$ cat config.mk
export PLATFORM = sky130hd
export DESIGN_NAME = sat_counter
export DESIGN_NICKNAME = d
export VERILOG_FILES = /design/src/rtl/sat_counter.sv
export SDC_FILE = /design/constraint.sdc
export NUM_CORES = 1
export LEC_CHECK = 0
export ABC_AREA = 1
export BUFFER_PORTS_ARGS = -buffer_cell sky130_fd_sc_hd__buf_2
export CAP_MARGIN = 20
export CORE_MARGIN = 1
export CORE_UTILIZATION = 25
export CTS_CLUSTER_DIAMETER = 100
export DETAILED_ROUTE_END_ITERATION = 6
export GPL_TIMING_DRIVEN = 0
export PLACE_DENSITY = 0.45
export SLEW_MARGIN = 20
export SYNTH_ARGS = -nofsm -noshare
export SYNTH_HDL_FRONTEND = slang
export SYNTH_SLANG_ARGS = --single-unit
$ cat constraint.sdc
create_clock -name clk -period 1.54 [get_ports clk]
set_clock_uncertainty 0.2 [all_clocks]
set_input_delay 0.308 -clock clk [delete_from_list [all_inputs] [get_ports clk]]
set_output_delay 0.308 -clock clk [all_outputs]
set_load 0.02 [all_outputs]
$ cat src/rtl/sat_counter.sv
// Saturating up-counter with synchronous clear; clear wins over increment.
module sat_counter #(
  parameter int WIDTH = 8
) (
  input  logic             clk,
  input  logic             reset_i,
  input  logic             clear,
  input  logic             inc,
  output logic [WIDTH-1:0] count
);
  always_ff @(posedge clk) begin
    if (reset_i)                  count <= '0;
    else if (clear)               count <= '0;
    else if (inc && count != '1)  count <= count + WIDTH'(1);
  end
endmodule

==> flow_summary_export.csv <==
group,metric,value,unit
final_layout,top_register,"count",
power_and_ir_drop,comb_power_share,9.5,%
power_and_ir_drop,p_sw,108,uW
clock_network,numCtsBuffers,3,
yosys,yosys_warnings,0,
yosys,synthTopCellsByArea,"dfxtp_1 (35%), nand2_1 (15%), nor2_1 (12%), nand3_1 (9.8%), a21oi_1 (6.5%)",
timing,setup_viol,0,
yosys,async_reset_ff_share,0,%
grt,grt.overflow.total,0,
yosys,syn_avg_cell_area,6.31,um^2
grt,grt_max_degree,11,
drt,antenna_left,0,
grt,antenna_found_initial,0,
final_layout,final_nets,94,
power_and_ir_drop,power.internal,316,uW
floorplan,die_h,44.9,um
clock_network,clkTransAtPathRegs,0.06,ns
clock_network,worstSkewPairLatency,0.26,ns
drt,num_vias,482,
yosys,synth-seq-area-share,34.8,%
yosys,netlist_instances,73,
final_layout,n_antenna_cell,0,
floorplan,die_w,44.9,um
drt,drtIter0Drc,3,
place,io_buffers,11,
clock_network,cts_root_buf,"clkbuf_4",
yosys,synth.distinct_cells,14,
timing,slew_headroom,64.7,%
min_path,worst_hold_path_type,"in2reg",
setup_path,cp-end-kind,"flip-flop",
timing,hold_viol_final,0,
drt,via_per_inst,4.30,
setup_path,reg2reg_from,"count[0]",
final_layout,largestRegisters,"count x8",
power_and_ir_drop,p_leak,0.260,nW
drt,firstDrtPassIters,2,
timing,drv_slew,0,
setup_path,crit_path_cell_trace,"ha_1 -> nand2_1 -> inv_2 -> nand3_4 -> nand2_1 -> nor2_1 -> nor2_1",
clock_network,htreeDepth,1,
min_path,hp-start,"reset_i",
floorplan,rows,15,
timing,rsz0062_at_grt,"no",
floorplan,initial_core_util,26.7,%
setup_path,cp_num_buf_inv,1,
clock_network,tritoncts,"yes",
power_and_ir_drop,power_frac_seq,51.1,%
yosys,synth_top_area_share,34.8,%
timing,fmax,707,MHz
yosys,ys_seq_elements,8,
drt,drc,0,
timing,hold-worst-slack,0.200,ns
setup_path,crit_family,"simple AND/OR/NAND/NOR gates",
timing,period_needed,1.41,ns
yosys,syn_nets,78,
setup_path,critPathArrivalTime,1.37,ns
yosys,synthTopCellsByCount,"nand2_1 (18), nor2_1 (15), nand3_1 (9), dfxtp_1 (8), inv_1 (7)",
place,dp_hpwl,772,um
place,place_congestion,0.712,
setup_path,slowest_delay,0.34,ns
yosys,synth-edff-count,0,
setup_path,cp-start-kind,"flip-flop",
job,cap_violations,0,
final_layout,layout-drive-gt1-share,24.1,%
grt,track_usage,12.3,%
power_and_ir_drop,p_clk_share,39.4,%
setup_path,cp_max_fo,10,
grt,grt_pass1_vias,373,
floorplan,io_pins,12,
yosys,synth_most_common_cell,"nand2_1",
setup_path,critical_path_class,"reg2reg",
drt,wl_per_cell,9.17,um
power_and_ir_drop,powerDensity,743,nW/um^2
grt,grt_pass1_wl,1730,um
drt,routed_wl,1030,um
clock_network,cts_sinks,8,
timing,final.setup.tns,0,ns
clock_network,cts-hold-fix-buffers,0,
timing,tightest_slew,0.527,ns
power_and_ir_drop,switching_share,25.5,%
timing,fin_crit_sh,91.8,%
final_layout,synthToLayoutAreaGrowth,24.2,%
setup_path,required,1.49,ns
power_and_ir_drop,ir_drop,0.000458,V
yosys,synthFlopType,"dfxtp_1",
setup_path,worstSetupStartpoint,"count[0]",
yosys,synth_area,460,um^2
status,status,"finished, final reports clean",
yosys,yosys.area.top_type,"dfxtp_1",
clock_network,cts_buffer_depth,2,
floorplan,die_area,2020,um^2
floorplan,coreArea,1730,um^2
setup_path,crit_path_top_delay_cell,"dfxtp_2",
final_layout,largest_reg_flops,8,
==> per-stage QoR <==
step | std cells | setup WS, ns | total power, mW | instance area (um^2) | utilization (%)
finish | 112 | 0.126 | 0.425 | 572 | 33.1
global placement | 109 | 0.0852 | 0.262 | 547 | 31.7
global route | 112 | 0.0132 | 0.458 | 572 | 33.1
floorplan | 73 | 0.0479 | 0.248 | 460 | -
detailed placement | 109 | 0.0736 | 0.262 | 547 | 31.7
CTS | 112 | 0.0628 | 0.437 | 569 | 33.0
==> power groups by stage <==
stage	registers (mW)	clock network [mW]	logic (mW)
global placement	0.221	0	0.0406
detailed placement	0.221	0	0.0407
global route	0.218	0.194	0.0469
finish	0.217	0.167	0.0402
CTS	0.217	0.179	0.0409
floorplan	0.225	0	0.0229
==> worst paths after layout <==
kind	to	slack [ns]	cells after the start
hold reg to reg	count[6]	0.31	2
hold / removal	count[1]	0.20	4
setup / recovery	count[7]	0.13	7
setup reg to reg	count[7]	0.13	7
==> metal layers <==
metal | track usage (%) | routed length, um | share of wire [%]
met2 | 16.2 | 425 | 41
met4 | 3.64 | 0 | 0
met5 | 0 | 0 | 0
met1 | 16.8 | 544 | 53
met3 | 7.20 | 56 | 5.5
==> area by class of cell <==
cell class              count  area, um^2
fillers                   218        1150
multi-input cells          55         263
flip-flops and latches      8         163
repair buffers             11        55.1
inverters                   9        33.8
well taps                  25        31.3
clock buffers               3        22.5
plain buffers               1        3.75
==> what timing repair did <==
item                                    4_1_cts  5_1_grt
resized for setup                             0        2
endpoints found under the setup margin        0        7
setup buffers                                 0        0
==> worst min-delay path, stage by stage <==
cell,delay (ns)
buf_2,0.07
nor2_1,0.11
nand2_1,0.10
nor2_1,0.03
==> cells in the final DEF (no fill, tap or decap) <==
| cell type | n |
|---|---|
| nand2_1 | 18 |
| nor2_1 | 15 |
| buf_2 | 11 |
| nand3_1 | 9 |
| inv_1 | 7 |
| a21oi_1 | 6 |
| dfxtp_1 | 6 |
| clkbuf_4 | 3 |
| inv_2 | 2 |
| o21ai_0 | 2 |
| dfxtp_2 | 2 |
| nand2_2 | 1 |
| nor2_4 | 1 |
| nand3_4 | 1 |
| clkbuf_1 | 1 |
| nand4_1 | 1 |
| ha_1 | 1 |
==> kinds of logic (layout without fill, tap and decap cells) <==
| group | after synthesis | in the layout | synth area share [%] |
|---|---|---|---|
| AOI/OAI and AO/OA | 8 | 8 | 8.70 |
| buffers and inverters | 10 | 24 | 8.15 |
| and+or+nand+nor | 46 | 46 | 45.7 |
| adders and majority gates | 1 | 1 | 2.72 |
| DFF | 8 | 8 | 34.8 |
(Power assumes the default switching activity.)
